`config.mk`:
```
export PLATFORM = sky130hd
export DESIGN_NAME = sync_fifo_flags
export DESIGN_NICKNAME = d
export VERILOG_FILES = /design/src/rtl/sync_fifo_pkg.sv /design/src/rtl/fifo_ram.sv /design/src/rtl/sync_fifo_flags.sv
export SDC_FILE = /design/constraint.sdc
export NUM_CORES = 1
export LEC_CHECK = 0
export BUFFER_PORTS_ARGS = -buffer_cell sky130_fd_sc_hd__buf_2
export CAP_MARGIN = 20
export CORE_MARGIN = 5
export CORE_UTILIZATION = 45
export DETAILED_ROUTE_END_ITERATION = 16
export GPL_ROUTABILITY_DRIVEN = 0
export PLACE_DENSITY = 0.68
export SYNTH_ARGS = -nofsm -noshare
export SYNTH_HDL_FRONTEND = slang
export SYNTH_SLANG_ARGS = --single-unit
```
`constraint.sdc`:
```
create_clock -name i_clk -period 2.43 [get_ports i_clk]
set_input_delay 0.3645 -clock i_clk [delete_from_list [all_inputs] [get_ports i_clk]]
set_output_delay 0.3645 -clock i_clk [all_outputs]
set_load 0.01 [all_outputs]
```
`src/rtl/sync_fifo_pkg.sv`:
```
// Shared sizing helpers and parameter legality checks for the sync_fifo_flags family.
package sync_fifo_pkg;

  function automatic int ptr_width(input int asize);
    return asize + 1;
  endfunction

  function automatic int fifo_depth(input int asize);
    return 1 << asize;
  endfunction

  function automatic bit af_thresh_ok(input int af, input int asize);
    return (af >= 1) && (af <= fifo_depth(asize));
  endfunction

  function automatic bit ae_thresh_ok(input int ae, input int asize);
    return (ae >= 0) && (ae <= fifo_depth(asize) - 1);
  endfunction

  function automatic bit fwft_ok(input int fwft);
    return (fwft == 0) || (fwft == 1);
  endfunction

endpackage

```
`src/rtl/fifo_ram.sv`:
```
// FIFO storage: one synchronous write port, one asynchronous read port.
module fifo_ram #(
  parameter int DSIZE = 8,
  parameter int ASIZE = 3
) (
  input  logic             i_clk,
  input  logic             i_we,
  input  logic [ASIZE-1:0] i_waddr,
  input  logic [DSIZE-1:0] i_wdata,
  input  logic [ASIZE-1:0] i_raddr,
  output logic [DSIZE-1:0] o_rdata
);

  logic [DSIZE-1:0] mem_q [2**ASIZE];

  // NOTE: storage is deliberately not reset; pointers define validity, and a reset
  // here would turn the array into flops instead of RAM.
  always_ff @(posedge i_clk) begin
    if (i_we) begin
      mem_q[i_waddr] <= i_wdata;
    end
  end

  assign o_rdata = mem_q[i_raddr];

endmodule

```
`src/rtl/sync_fifo_flags.sv`:
```
// Single-clock FIFO with standard/FWFT read mode, fill level, almost flags,
// synchronous flush and sticky overflow/underflow errors.
module sync_fifo_flags
  import sync_fifo_pkg::*;
#(
  parameter int DSIZE     = 8,
  parameter int ASIZE     = 3,
  parameter int FWFT      = 0,
  parameter int AF_THRESH = 6,
  parameter int AE_THRESH = 1
) (
  input  logic             i_clk,
  input  logic             i_rst_n,
  input  logic             i_wr,
  input  logic [DSIZE-1:0] i_wdata,
  input  logic             i_rd,
  input  logic             i_flush,
  input  logic             i_clr_err,
  output logic [DSIZE-1:0] o_rdata,
  output logic             o_wfull,
  output logic             o_rempty,
  output logic [ASIZE:0]   o_level,
  output logic             o_almost_full,
  output logic             o_almost_empty,
  output logic             o_overflow,
  output logic             o_underflow
);

  localparam int PW = ptr_width(ASIZE);
  localparam logic [PW-1:0] AF_L = PW'(AF_THRESH);
  localparam logic [PW-1:0] AE_L = PW'(AE_THRESH);

  if (!fwft_ok(FWFT)) begin : g_bad_fwft
    $error("sync_fifo_flags: FWFT must be 0 or 1 (got %0d)", FWFT);
  end
  if (!af_thresh_ok(AF_THRESH, ASIZE)) begin : g_bad_af
    $error("sync_fifo_flags: AF_THRESH %0d outside 1..depth", AF_THRESH);
  end
  if (!ae_thresh_ok(AE_THRESH, ASIZE)) begin : g_bad_ae
    $error("sync_fifo_flags: AE_THRESH %0d outside 0..depth-1", AE_THRESH);
  end

  logic [PW-1:0]    wptr_q, wptr_d;
  logic [PW-1:0]    rptr_q, rptr_d;
  logic [PW-1:0]    level_q, level_d;
  logic             ovf_q, ovf_d;
  logic             unf_q, unf_d;
  logic             full, empty;
  logic             wr_acc, rd_acc;
  logic [DSIZE-1:0] ram_rdata;

  // Wrap bit distinguishes full from empty when the address bits coincide.
  assign full   = (wptr_q[ASIZE] != rptr_q[ASIZE]) &&
                  (wptr_q[ASIZE-1:0] == rptr_q[ASIZE-1:0]);
  assign empty  = (wptr_q == rptr_q);
  assign wr_acc = i_wr && !full  && !i_flush;
  assign rd_acc = i_rd && !empty && !i_flush;

  // NOTE: every always_comb output gets its default first so no path can infer a latch.
  always_comb begin
    wptr_d  = wptr_q;
    rptr_d  = rptr_q;
    level_d = level_q;
    ovf_d   = i_clr_err ? 1'b0 : ovf_q;
    unf_d   = i_clr_err ? 1'b0 : unf_q;

    if (i_flush) begin
      wptr_d  = '0;
      rptr_d  = '0;
      level_d = '0;
    end else begin
      if (wr_acc) wptr_d = wptr_q + 1'b1;
      if (rd_acc) rptr_d = rptr_q + 1'b1;
      unique case ({wr_acc, rd_acc})
        2'b10:   level_d = level_q + 1'b1;
        2'b01:   level_d = level_q - 1'b1;
        default: level_d = level_q;
      endcase
      // A fresh error outranks a coincident clear.
      if (i_wr && full)  ovf_d = 1'b1;
      if (i_rd && empty) unf_d = 1'b1;
    end
  end

  // NOTE: sequential state uses non-blocking assignments so every register samples
  // pre-edge values regardless of statement order.
  always_ff @(posedge i_clk) begin
    if (!i_rst_n) begin
      wptr_q  <= '0;
      rptr_q  <= '0;
      level_q <= '0;
      ovf_q   <= 1'b0;
      unf_q   <= 1'b0;
    end else begin
      wptr_q  <= wptr_d;
      rptr_q  <= rptr_d;
      level_q <= level_d;
      ovf_q   <= ovf_d;
      unf_q   <= unf_d;
    end
  end

  fifo_ram #(
    .DSIZE (DSIZE),
    .ASIZE (ASIZE)
  ) u_ram (
    .i_clk   (i_clk),
    .i_we    (wr_acc),
    .i_waddr (wptr_q[ASIZE-1:0]),
    .i_wdata (i_wdata),
    .i_raddr (rptr_q[ASIZE-1:0]),
    .o_rdata (ram_rdata)
  );

  if (FWFT == 1) begin : g_fwft
    assign o_rdata = ram_rdata;
  end else begin : g_std
    logic [DSIZE-1:0] rdata_q;
    always_ff @(posedge i_clk) begin
      if (!i_rst_n) begin
        rdata_q <= '0;
      end else if (rd_acc) begin
        rdata_q <= ram_rdata;
      end
    end
    assign o_rdata = rdata_q;
  end

  assign o_level        = level_q;
  assign o_wfull        = full;
  assign o_rempty       = empty;
  assign o_almost_full  = (level_q >= AF_L);
  assign o_almost_empty = (level_q <= AE_L);
  assign o_overflow     = ovf_q;
  assign o_underflow    = unf_q;

endmodule

```
# Word level (Yosys, flattened, before mapping)
# Memories as Yosys holds them, arrays and structs flattened. A register that Yosys moved wholly into a read port is not among the register bits.
# Cells that the tools add are included.
# totals
ramBits	64
regBits	14
in_bits	14
memories	1
out_inout_bits	18
# classes
n_reduce_logical	13
muxes	9
n_lt_le_gt_ge	2
n_eq_ne	5
bitwise	1
n_addsub	4
# memory_table
memory	depth	width	rd	rd_clocked_by_memory_dff	wr	line	rtl
u_ram.mem_q	8	8	1	1	1	fifo_ram.sv:14	logic [DSIZE-1:0] mem_q [2**ASIZE];
# ops
op	count
$add 4x1->4 const B	3
$mux 1	8
$pmux 4 s2	1
$logic_and 1x1->1	7
$eq 4x4->1	1
$ge 4x3->1 const B	1
$le 4x1->1 const B	1
$logic_not 1->1	4
$sub 4x1->4 const B	1
$eq 3x3->1	1
$eq 2x1->1 const B	1
$eq 2x2->1 const B	1
$reduce_bool 2->1	1
$reduce_or 2->1	1
$ne 1x1->1	1
$not 1->1	1

# Depth between registers and ports, before layout
# Gate-level depths: netlist of the first run.
# depth
depth_word	7
ltp_mapped	9
ltp_nobuf	8

# Hierarchy
# A second synthesis of the first run with hierarchy kept.
# unflattened
hier_cells	234
hier_area_um2	3667.3
# by_module_without_submodules
module	cells_per_inst	instances	area_per_inst_um2
fifo_ram	106	1	2531.2
sync_fifo_flags	128	1	1136.1

# Worst setup path after synthesis of the first run
# No wires, ideal clock.
# synth_timing
path_kind	register -> register
startpoint	register wptr_q[1]
endpoint	register level_q[3] (netlist: o_level[3])
stages_incl_launch_ff	10
t_required_ns	2.302
slack_ns	0.234
path_buffers	2
arrival_ns	2.068
synth_period_minus_slack_ns	2.196
cell_sequence	dfxtp_1 -> bufbuf_16 -> xnor2_4 -> a41oi_4 -> buf_6 -> ha_1 -> or4b_1 -> a21oi_1 -> xnor2_1 -> nor2_1
# synth_via
elab_cells_between_ends	13
cone_classes	eq/ne (4); mux (1); reduce/logical (8)
# synth_lines
element	line	rtl
start, declared	sync_fifo_flags.sv:43	logic [PW-1:0] wptr_q, wptr_d;
start signal, assigned	sync_fifo_flags.sv:95	wptr_q <= wptr_d;
$eq 4x4->1 (*)	sync_fifo_flags.sv:55	assign empty = (wptr_q == rptr_q);
$logic_not 1->1 (*)	sync_fifo_flags.sv:57	assign rd_acc = i_rd && !empty && !i_flush;
$logic_and 1x1->1 (*) (2 in a row)	sync_fifo_flags.sv:57	
via rd_acc	sync_fifo_flags.sv:49	logic wr_acc, rd_acc;
$eq 2x1->1 / $eq 2x2->1 (equally long branches)	sync_fifo_flags.sv:74	unique case ({wr_acc, rd_acc})
$pmux 4 s2 / $reduce_bool 2->1 (equally long branches)	--	
end signal, assigned	sync_fifo_flags.sv:97	level_q <= level_d;
end, declared	sync_fifo_flags.sv:45	logic [PW-1:0] level_q, level_d;
# The timed path passes the listed nets; every way through them passes the cells marked *.
# A chain may end at the register's enable or synchronous reset.

# Worst setup path in the final report of the first run
# layout_timing
startpoint	register wptr_q[0]
endpoint	register level_q[3] (netlist: o_level[3])
# layout_via
elab_chain_len	7
elab_cells_between_ends	13
cone_classes	eq/ne (4); mux (1); reduce/logical (8)
# layout_rtl
element	line	rtl
$eq 3x3->1	sync_fifo_flags.sv:54	(wptr_q[ASIZE-1:0] == rptr_q[ASIZE-1:0]);
$logic_and 1x1->1	sync_fifo_flags.sv:53	assign full = (wptr_q[ASIZE] != rptr_q[ASIZE]) &&
$logic_not 1->1	sync_fifo_flags.sv:56	assign wr_acc = i_wr && !full && !i_flush;
$logic_and 1x1->1 (2 in a row)	sync_fifo_flags.sv:56	
$eq 2x1->1 / $eq 2x2->1 (equally long branches)	sync_fifo_flags.sv:74	
$pmux 4 s2 / $reduce_bool 2->1 (equally long branches)	--	
# Parallel ways exist; a longest one is shown, timed or not.

==> results by group, run 1 <==
Run status
  – Status: complete, no violations

Critical path
  – Crit path largest cell delay: 0.55 ns
  – WP data required: 2.66 ns
  – Worst setup SP type: flop
  – Crit end category: flop
  – CP Class: reg -> reg
  – Crit Path Max Fanout: 9
  – Arrival @ worst endpoint: 2.40 ns
  – CP Cell Sequence: xnor2_2 -> a41oi_4 -> inv_1 -> ha_1 -> or4b_1 -> a21oi_1 -> xnor2_1 -> nor2_1
  – R2R depth: 8
  – Crit-path slowest cell: dfxtp_1

Floorplanning
  – Die H: 100 um
  – Area of the die: 10100 sq um
  – Core Rows: 33
  – # IOs: 32
  – Initial core utilization: 0.453
  – Core ar.: 8090 sq um
  – Die width: 100 um

Logic synthesis
  – Mux contribution to synthesized area: 0.128
  – Synth Area in Compound Gates: 0.0641
  – Area leader, netlist: edfxtp_1
  – Netlist cell types: 46
  – Mapped Cells: 224
  – Mapped Area: 3670 sq um
  – Simple-Gate Fraction of Synth Area: 0.0631
  – Synth Warn #: 0
  – Register area share after synthesis: 0.644
  – Synthesized flop and latch total: 86
  – Syn Nets: 245
  – Post-synthesis adder-cell area fraction: 0.0239
  – Xor-xnor portion of the synthesized cell area: 0.0355
  – Synth top area share: 0.524
  – Ranking of synthesized cells by area: edfxtp_1 52%, dfxtp_1 12%, mux4_2 9.8%
  – Largest family of logic cells by synthesized area: multiplexers
  – Syn_area_per_cell: 16.4 sq um

Finish
  – Fillcell total: 695
  – Layout area overhead: 13.4%
  – Layout cells sized above 1: 0.330
  – Sequential cell area: 2360 sq um
  – Most common cell after layout, fill and taps aside: edfxtp_1
  – Area occupied by multi-input gates: 1150 sq um
  – Antenna cells: 0
  – Most frequent cells in the layout: 64 x edfxtp_1, 31 x buf_2, 22 x dfxtp_1
  – Nets@finish: 289

Power and ir drop
  – Reg power frac: 0.568
  – Overall power: 0.00281 W
  – Peak supply drop: 0.392 mV
  – Power share of the clock group: 0.397
  – Comb power frac: 0.035
  – Cell internal pwr: 0.00222 W
  – P per Cell Area: 675 nW/um^2
  – P_sw: 0.000588 W
  – LEAKAGE: 1.43 nW
  – Sw frac: 0.209

Drt
  – Pre-antenna DRT Iters: 4
  – Post-DR wirelength/cell: 16.7 um
  – Final wirelength: 6330 um
  – Remaining DRCs: 0
  – Iteration-0 DRC Markers: 69
  – Vias: 1949
  – Post-route ant nets: 0
  – Post-DR vias/cell: 5.16

Clock network
  – H-tree depth: 3
  – Hold buffers post-CTS: 0
  – Worst skew pair latency: 0.36 ns
  – Clk slew on worst S/H paths: 0.09 ns
  – # clock sinks: 86
  – CTS buffer count: 9
  – CTS tree: built
  – CTS root buf: clkbuf_8
  – CTS resizes: 0
  – Longest Clk Path Bufs: 2
  – Post-CTS Setup Inserts: 0

Global routing
  – Most used routing layer: met2
  – Grt total ovfl: 0
  – Vias in the first global route: 1971
  – Grt met1 use: 0.183
  – Largest net degree at the start of global routing: 23
  – Met3 Track Usage GR: 0.0438
  – Grt met2 use: 0.217
  – GRT Total Usage: 0.137
  – Initial antenna violation count: 0
  – First-pass GRT wire length: 10200 um

STA
  – Final Hold Vio Count: 0
  – PnR worst setup slack: 0.263 ns
  – Clock Skew: 0.0109 ns
  – Minimum clock period: 2.17 ns
  – Worst-Margin Slew: 0.518 ns
  – Relative slew slack: 0.655
  – Max Freq: 461 MHz
  – Fin. max-slew vios: 0
  – Setup violators final: 0
  – Setup TNS: 0 ns
  – Crit share post-route: 0.892
  – RSZ-0062 raised after global routing: no

Min path
  – Hold Path Stages: 1
  – Worst min path class: in -> reg

Placement
  – Setup WS pre-CTS: 0.250 ns
  – Hpwl dp: 4040 um
  – PortBufs: 31

Run
  – Max Cap Viol: 0
final timing paths:
path | slack [ns] | from | endpoint
worst min-delay path | 0.27 | i_wdata[5] | u_ram.mem_q[5][5]$_DFFE_PP_
worst max-delay path | 0.26 | wptr_q[0]$_SDFFE_PP0P_ | o_level[3]$_SDFFE_PP0P_
worst max register to register | 0.26 | wptr_q[0]$_SDFFE_PP0P_ | o_level[3]$_SDFFE_PP0P_
worst min register to register | 0.52 | o_rdata[6]$_SDFFE_PN0P_ | o_rdata[6]$_SDFFE_PN0P_
stage by stage:
step           hold slack, ns  utilization  cell area, sq um  std cells
2_1_floorplan           0.463            -              3670        224
3_3_place_gp            0.503        0.486              3930        362
3_5_place_dp            0.505        0.486              3930        362
4_1_cts                 0.260        0.514              4160        378
5_1_grt                 0.269        0.514              4160        378
6_report                0.274        0.514              4160        378
cell type report:
cell class / count / share of cell area
multi-input cells: 119 / 0.278
clock buffers: 9 / 0.0298
inverters: 8 / 0.00722
repair buffers: 44 / 0.0608
flip-flops and latches: 86 / 0.568
clock inverters: 7 / 0.0253
well taps: 105 / 0.0316
per-layer routing:
metal  wire length, um  vias up  share of wire
li1                  -      935              -
met1              2910      966           0.46
met2              3000       41           0.47
met3               347        7          0.055
met4                68        0          0.011
met5                 0        -              0
power groups by stage:
stage / sequential (W) / combinational [W] / clock (W)
2_1_floorplan: 0.00163 / 0.0000560 / 0
3_3_place_gp: 0.00163 / 0.0000976 / 0
3_5_place_dp: 0.00163 / 0.0000998 / 0
4_1_cts: 0.00160 / 0.000101 / 0.00115
5_1_grt: 0.00160 / 0.000111 / 0.00122
6_report: 0.00160 / 0.0000982 / 0.00112
state kept, by name (all words and copies together) (netlist names):
name,count
u_ram.mem_q,64
wptr_q,4
o_level,4
o_overflow,1
o_rdata,8
o_underflow,1
rptr_q,4
cell families (layout without fill, tap and decap cells):
group / Yosys count / in the layout
buf+inv: 19 / 68
mux: 27 / 27
xor+xnor: 11 / 11
simple gates: 41 / 41
compound gates: 33 / 33
flops: 86 / 86
fa+ha+maj: 7 / 7
critical path, delay by kind of cell, from the launching register on:
kind | cells | cell delay (ns)
flip-flops | 1 | 0.55
AO/OA/AOI/OAI | 2 | 0.35
AND/OR/NAND/NOR | 2 | 0.49
adder cells (fa/ha/maj) | 1 | 0.21
XOR/XNOR | 2 | 0.36
buffers and inverters | 1 | 0.08
synth_stat cells (all sizes together):
library cell / instances
a211oi: 1
a21bo: 1
a21o: 3
a21oi: 14
a41oi: 2
and2: 1
and3: 2
buf: 6
bufbuf: 1
clkbuf: 4
dfxtp: 22
edfxtp: 64
ha: 7
inv: 8
mux2i: 11
mux4: 16
nand2: 3
nand2b: 7
nand3: 3
nand3b: 1
nand4: 1
nand4b: 1
nor2: 14
nor2b: 1
nor3: 4
nor4: 1
o21a: 1
o21ai: 10
o22ai: 1
or3: 1
or4b: 1
xnor2: 7
xor2: 4
No activity file was read; power rests on OpenSTA's default activity.
==> run 2: changes to the inputs <==
Settings changed: CORE_UTILIZATION 45 to 25, PLACE_DENSITY 0.68 to 0.45.
==> run 2 against run 1 <==
Compared with the run above: wire length up 15%; utilization decreased by 22 points; critical path depth unchanged; combinational power is essentially flat; sequential share of layout area fell by 2.2 points; design area increased by 4.0%; count of clock-buffer cells in the layout unchanged; flip-flop and latch count stayed put; die area rose by 71%; total power rose by 9.1%; sequential power barely moved; largest power group unchanged; highest routed layer unchanged.
==> results by group, run 2 (synthesized netlist as in run 1, its figures left out) <==
Floorplanning
  – Die width: 131 um
  – Initial core utilization: 0.253
  – Die H: 131 um
  – # IOs: 32
  – Core Rows: 44
  – Area of the die: 17200 sq um
  – Core ar.: 14500 sq um

Critical path
  – R2R depth: 8
  – Worst path depth: 8
  – Crit-path slowest cell: or4b_1
  – Crit path largest cell delay: 0.44 ns
  – Crit Path Max Fanout: 9
  – CP Cell Sequence: xnor2_2 -> a41oi_4 -> inv_1 -> ha_1 -> or4b_1 -> a21oi_1 -> xnor2_1 -> nor2_1
  – Crit end category: flop
  – Worst r2r src: wptr_q[0]$_SDFFE_PP0P_
  – Critical path launch point: wptr_q[0]$_SDFFE_PP0P_
  – Top delay family on crit path: XOR/XNOR gates
  – Worst reg-to-reg setup slack: 0.24 ns
  – WP buf/inv: 1
  – Arrival @ worst endpoint: 2.39 ns
  – WP data required: 2.63 ns
  – Worst reg2reg endpoint: o_level[3]$_SDFFE_PP0P_
  – CP Class: reg -> reg
  – Worst setup SP type: flop
  – CP endpoint: o_level[3]$_SDFFE_PP0P_

Drt
  – Post-route ant nets: 0
  – Iteration-0 DRC Markers: 146
  – Post-DR vias/cell: 4.36
  – Final wirelength: 7300 um
  – Remaining DRCs: 0
  – Pre-antenna DRT Iters: 4
  – Vias: 1991
  – Post-DR wirelength/cell: 16.0 um

Placement
  – Hpwl dp: 4620 um
  – Setup WS pre-CTS: 0.226 ns
  – PortBufs: 31
  – Area after DPL: 4030 sq um

STA
  – RSZ-0062 raised after global routing: no
  – Crit share post-route: 0.901
  – Minimum clock period: 2.19 ns
  – Relative slew slack: 0.624
  – Setup TNS: 0 ns
  – PnR worst setup slack: 0.241 ns
  – Setup violators final: 0
  – Fin. max-slew vios: 0
  – Worst-Margin Slew: 0.565 ns
  – Clock Skew: 0.00510 ns
  – Max Freq: 457 MHz
  – Final Hold Vio Count: 0

Power and ir drop
  – Reg power frac: 0.521
  – Comb power frac: 0.033
  – Power share of the clock group: 0.446
  – Cell internal pwr: 0.00243 W
  – P per Cell Area: 708 nW/um^2
  – Sw frac: 0.207
  – Peak supply drop: 0.286 mV
  – P_sw: 0.000633 W
  – LEAKAGE: 1.46 nW

Global routing
  – Initial antenna violation count: 0
  – Largest net degree at the start of global routing: 23
  – Grt total ovfl: 0
  – Vias in the first global route: 2070
  – First-pass GRT wire length: 11800 um
  – GRT Total Usage: 0.0888

Finish
  – Register name with the most flops: u_ram.mem_q
  – Layout area overhead: 17.9%
  – Max FFs per register: 64
  – Fillcell total: 1440
  – Most frequent cells in the layout: 64 x edfxtp_1, 31 x buf_2, 22 x dfxtp_1
  – Nets@finish: 289
  – Antenna cells: 0
  – Most common cell after layout, fill and taps aside: edfxtp_1
  – Post-route cell area: 4330 sq um
  – Layout cells sized above 1: 0.322

Clock network
  – Worst skew pair latency: 0.33 ns
  – CTS buffer count: 9
  – CTS resizes: 0
  – Post-CTS Setup Inserts: 0
  – CTS tree: built
  – Clk slew on worst S/H paths: 0.06 ns
  – Longest Clk Path Bufs: 2
  – Hold buffers post-CTS: 0
  – # clock sinks: 86
  – H-tree depth: 3
  – CTS root buf: clkbuf_16

Min path
  – Worst min path class: in -> reg

Run
  – Max Cap Viol: 0

Run status
  – Status: complete, no violations
## run 2: changes by cell type in the layout (fill, tap and decap cells not counted), sizes merged
| cell | change |
|---|---|
| clkinv | +1 |
| inv | +1 |
| clkinvlp | -1 |
| bufinv | -1 |
## run 2: per-layer routing
| metal | global-route usage | share of wire | vias to the layer above |
|---|---|---|---|
| met5 | 0 | 0 | - |
| met4 | 0.0277 | 0.010 | 0 |
| met3 | 0.0317 | 0.057 | 6 |
| met2 | 0.136 | 0.47 | 45 |
| met1 | 0.118 | 0.46 | 1003 |
| li1 | - | - | 937 |
## run 2: worst min-delay path by stage
stage	startpoint	end	slack, ns	cells after the start
global placement	o_rdata[7]$_SDFFE_PN0P_	o_rdata[7]$_SDFFE_PN0P_	0.52	2
floorplan	i_wdata[0]	u_ram.mem_q[0][0]$_DFFE_PP_	0.46	0
CTS	i_wdata[3]	u_ram.mem_q[2][3]$_DFFE_PP_	0.29	1
finish	i_wdata[0]	u_ram.mem_q[3][0]$_DFFE_PP_	0.30	1
detailed placement	o_rdata[7]$_SDFFE_PN0P_	o_rdata[7]$_SDFFE_PN0P_	0.51	2
global route	i_wdata[0]	u_ram.mem_q[5][0]$_DFFE_PP_	0.30	1
## run 2: final cells by class
cell class / count / area, sq um / area share
sequential: 86 / 2360 / 0.546
multi-input combinational: 119 / 1150 / 0.267
timing repair buffer: 44 / 253 / 0.0584
tap: 184 / 230 / 0.0532
clock buffer: 9 / 225 / 0.0521
clock inverter: 7 / 71.3 / 0.0165
inverter: 8 / 30.0 / 0.00694
## run 2: through the flow
stage | power, W | cells | hold slack [ns] | utilization
CTS | 0.00312 | 457 | 0.288 | 0.299
detailed placement | 0.00173 | 441 | 0.508 | 0.278
global placement | 0.00173 | 441 | 0.519 | 0.278
finish | 0.00306 | 457 | 0.304 | 0.299
floorplan | 0.00169 | 224 | 0.463 | -
global route | 0.00320 | 457 | 0.300 | 0.299
## run 2: power groups by stage
| stage | Clock [W] | Sequential [W] | Combinational [W] |
|---|---|---|---|
| 2_1_floorplan | 0 | 0.00163 | 0.0000560 |
| 3_3_place_gp | 0 | 0.00163 | 0.000102 |
| 3_5_place_dp | 0 | 0.00163 | 0.000103 |
| 4_1_cts | 0.00142 | 0.00160 | 0.000104 |
| 5_1_grt | 0.00149 | 0.00160 | 0.000113 |
| 6_report | 0.00137 | 0.00160 | 0.000101 |
==> run 3: changes to the inputs <==
Settings changed: RECOVER_POWER from default to 25, REMOVE_ABC_BUFFERS from default to 1.
==> run 3 against run 2 <==
Compared with the run above: combinational power about the same; first-iteration DRC count down 35%; setup slack about the same; global-route usage about the same; sequential power about the same; critical path type unchanged; utilization up 0.078 points.
==> results by group, run 3 (synthesized netlist as in run 1, its figures left out) <==
Run status
  – Status: complete, no violations

Placement
  – Hpwl dp: 4860 um
  – Setup WS pre-CTS: 0.215 ns
  – PortBufs: 31
  – Area after DPL: 4060 sq um

Finish
  – Post-route cell area: 4340 sq um
  – Register name with the most flops: u_ram.mem_q
  – Layout area overhead: 18.2%
  – Max FFs per register: 64
  – Most frequent cells in the layout: 64 x edfxtp_1, 25 x buf_2, 22 x dfxtp_1
  – Antenna cells: 0
  – Most common cell after layout, fill and taps aside: edfxtp_1
  – Layout cells sized above 1: 0.307
  – Fillcell total: 1451
  – Nets@finish: 293

Critical path
  – Worst r2r src: wptr_q[0]$_SDFFE_PP0P_
  – Crit Path Max Fanout: 9
  – R2R depth: 8
  – Arrival @ worst endpoint: 2.39 ns
  – Worst reg-to-reg setup slack: 0.24 ns
  – Crit end category: flop
  – Crit path largest cell delay: 0.44 ns
  – CP Class: reg -> reg
  – Crit-path slowest cell: or4b_1
  – Worst setup SP type: flop
  – Worst reg2reg endpoint: o_level[3]$_SDFFE_PP0P_
  – WP data required: 2.63 ns
  – CP Cell Sequence: xnor2_2 -> a41oi_4 -> inv_1 -> ha_1 -> or4b_1 -> a21oi_1 -> xnor2_1 -> nor2_1

STA
  – PnR worst setup slack: 0.240 ns
  – Relative slew slack: 0.610
  – Final Hold Vio Count: 0
  – RSZ-0062 raised after global routing: no
  – Worst-Margin Slew: 0.586 ns
  – Minimum clock period: 2.19 ns
  – Clock Skew: 0.00630 ns
  – Fin. max-slew vios: 0
  – Setup violators final: 0
  – Crit share post-route: 0.901
  – Max Freq: 457 MHz

Power and ir drop
  – LEAKAGE: 1.46 nW
  – Peak supply drop: 0.360 mV
  – P per Cell Area: 696 nW/um^2
  – Comb power frac: 0.033
  – Power share of the clock group: 0.438
  – Reg power frac: 0.529
  – P_sw: 0.000595 W
  – Cell internal pwr: 0.00242 W
  – Sw frac: 0.197

Drt
  – Iteration-0 DRC Markers: 95
  – Post-DR wirelength/cell: 16.1 um
  – Vias: 1951
  – Post-route ant nets: 0
  – Post-DR vias/cell: 4.23
  – Remaining DRCs: 0
  – Pre-antenna DRT Iters: 4
  – Final wirelength: 7400 um

Clock network
  – CTS tree: built
  – CTS root buf: clkbuf_16
  – H-tree depth: 3
  – Post-CTS Setup Inserts: 0
  – Worst skew pair latency: 0.33 ns
  – Clk slew on worst S/H paths: 0.06 ns
  – # clock sinks: 86
  – CTS buffer count: 9
  – CTS resizes: 0
  – Longest Clk Path Bufs: 2
  – Hold buffers post-CTS: 0

Global routing
  – Largest net degree at the start of global routing: 23
  – Vias in the first global route: 2065
  – Grt total ovfl: 0
  – GRT Total Usage: 0.0891
  – First-pass GRT wire length: 11900 um
  – Initial antenna violation count: 0

Floorplanning
  – Core Rows: 44
  – Die width: 131 um
  – # IOs: 32
  – Core ar.: 14500 sq um
  – Area of the die: 17200 sq um
  – Initial core utilization: 0.253
  – Die H: 131 um

Min path
  – Hold Path Stages: 1
  – Hold Path End: u_ram.mem_q[5][2]$_DFFE_PP_
  – Worst min path class: in -> reg
  – HP Start: i_wdata[2]

Run
  – Max Cap Viol: 0
-- run 3: cell types whose count changed in the layout (fill, tap and decap cells not counted), sizes merged --
cell / change
buf: -2
clkbuf: +9
inv: -3
-- run 3: power groups by stage --
stage | Combinational, W | Clock, W | Sequential (W)
floorplan | 0.0000483 | 0 | 0.00163
global placement | 0.000102 | 0 | 0.00163
detailed placement | 0.000103 | 0 | 0.00163
CTS | 0.000104 | 0.00137 | 0.00160
global route | 0.000112 | 0.00143 | 0.00160
finish | 0.0000993 | 0.00132 | 0.00160
-- run 3: worst max-delay path by stage --
stage,start,to,slack [ns],cells past startpoint
after global placement,wptr_q[0]$_SDFFE_PP0P_,o_level[3]$_SDFFE_PP0P_,0.29,8
after global routing,wptr_q[0]$_SDFFE_PP0P_,o_level[3]$_SDFFE_PP0P_,0.03,8
after CTS,wptr_q[0]$_SDFFE_PP0P_,o_level[3]$_SDFFE_PP0P_,0.22,8
after detailed placement,wptr_q[0]$_SDFFE_PP0P_,o_level[3]$_SDFFE_PP0P_,0.22,8
final,wptr_q[0]$_SDFFE_PP0P_,o_level[3]$_SDFFE_PP0P_,0.24,8
after floorplan,rptr_q[1]$_SDFFE_PP0P_,o_level[3]$_SDFFE_PP0P_,-0.47,7
-- run 3: cell type report --
| class | count | area [sq um] | area share |
|---|---|---|---|
| Tap cell | 184 | 230 | 0.0531 |
| Clock inverter | 4 | 48.8 | 0.0112 |
| Clock buffer | 12 | 236 | 0.0545 |
| Multi-Input combinational cell | 119 | 1150 | 0.266 |
| Sequential cell | 86 | 2360 | 0.545 |
| Timing Repair Buffer | 48 | 275 | 0.0635 |
| Inverter | 8 | 30.0 | 0.00692 |
-- run 3: through the flow --
step / std cells / util / hold WS, ns / total power, W / setup TNS, ns
after detailed placement: 445 / 0.280 / 0.511 / 0.00173 / 0
after global routing: 461 / 0.300 / 0.325 / 0.00314 / 0
after floorplan: 213 / - / 0.463 / 0.00168 / -3.18
after CTS: 461 / 0.300 / 0.294 / 0.00307 / 0
final: 461 / 0.300 / 0.310 / 0.00302 / 0
after global placement: 445 / 0.280 / 0.517 / 0.00173 / 0
-- run 3: critical path: cells and delay by family, from the launching register on --
family	cells	cell delay, ns
AO/OA/AOI/OAI	2	0.35
XOR/XNOR	2	0.50
adder cells (fa/ha/maj)	1	0.22
buffers and inverters	1	0.08
flip-flops	1	0.42
AND/OR/NAND/NOR	2	0.49
-- run 3: layer usage --
metal / routed length [um] / GRT usage / share of wire / vias to the layer above
met5: 0 / 0 / 0 / -
met4: 61 / 0.0242 / 0.0082 / 0
met3: 300 / 0.0298 / 0.041 / 6
met2: 3420 / 0.139 / 0.46 / 41
met1: 3620 / 0.118 / 0.49 / 951
li1: - / - / - / 953
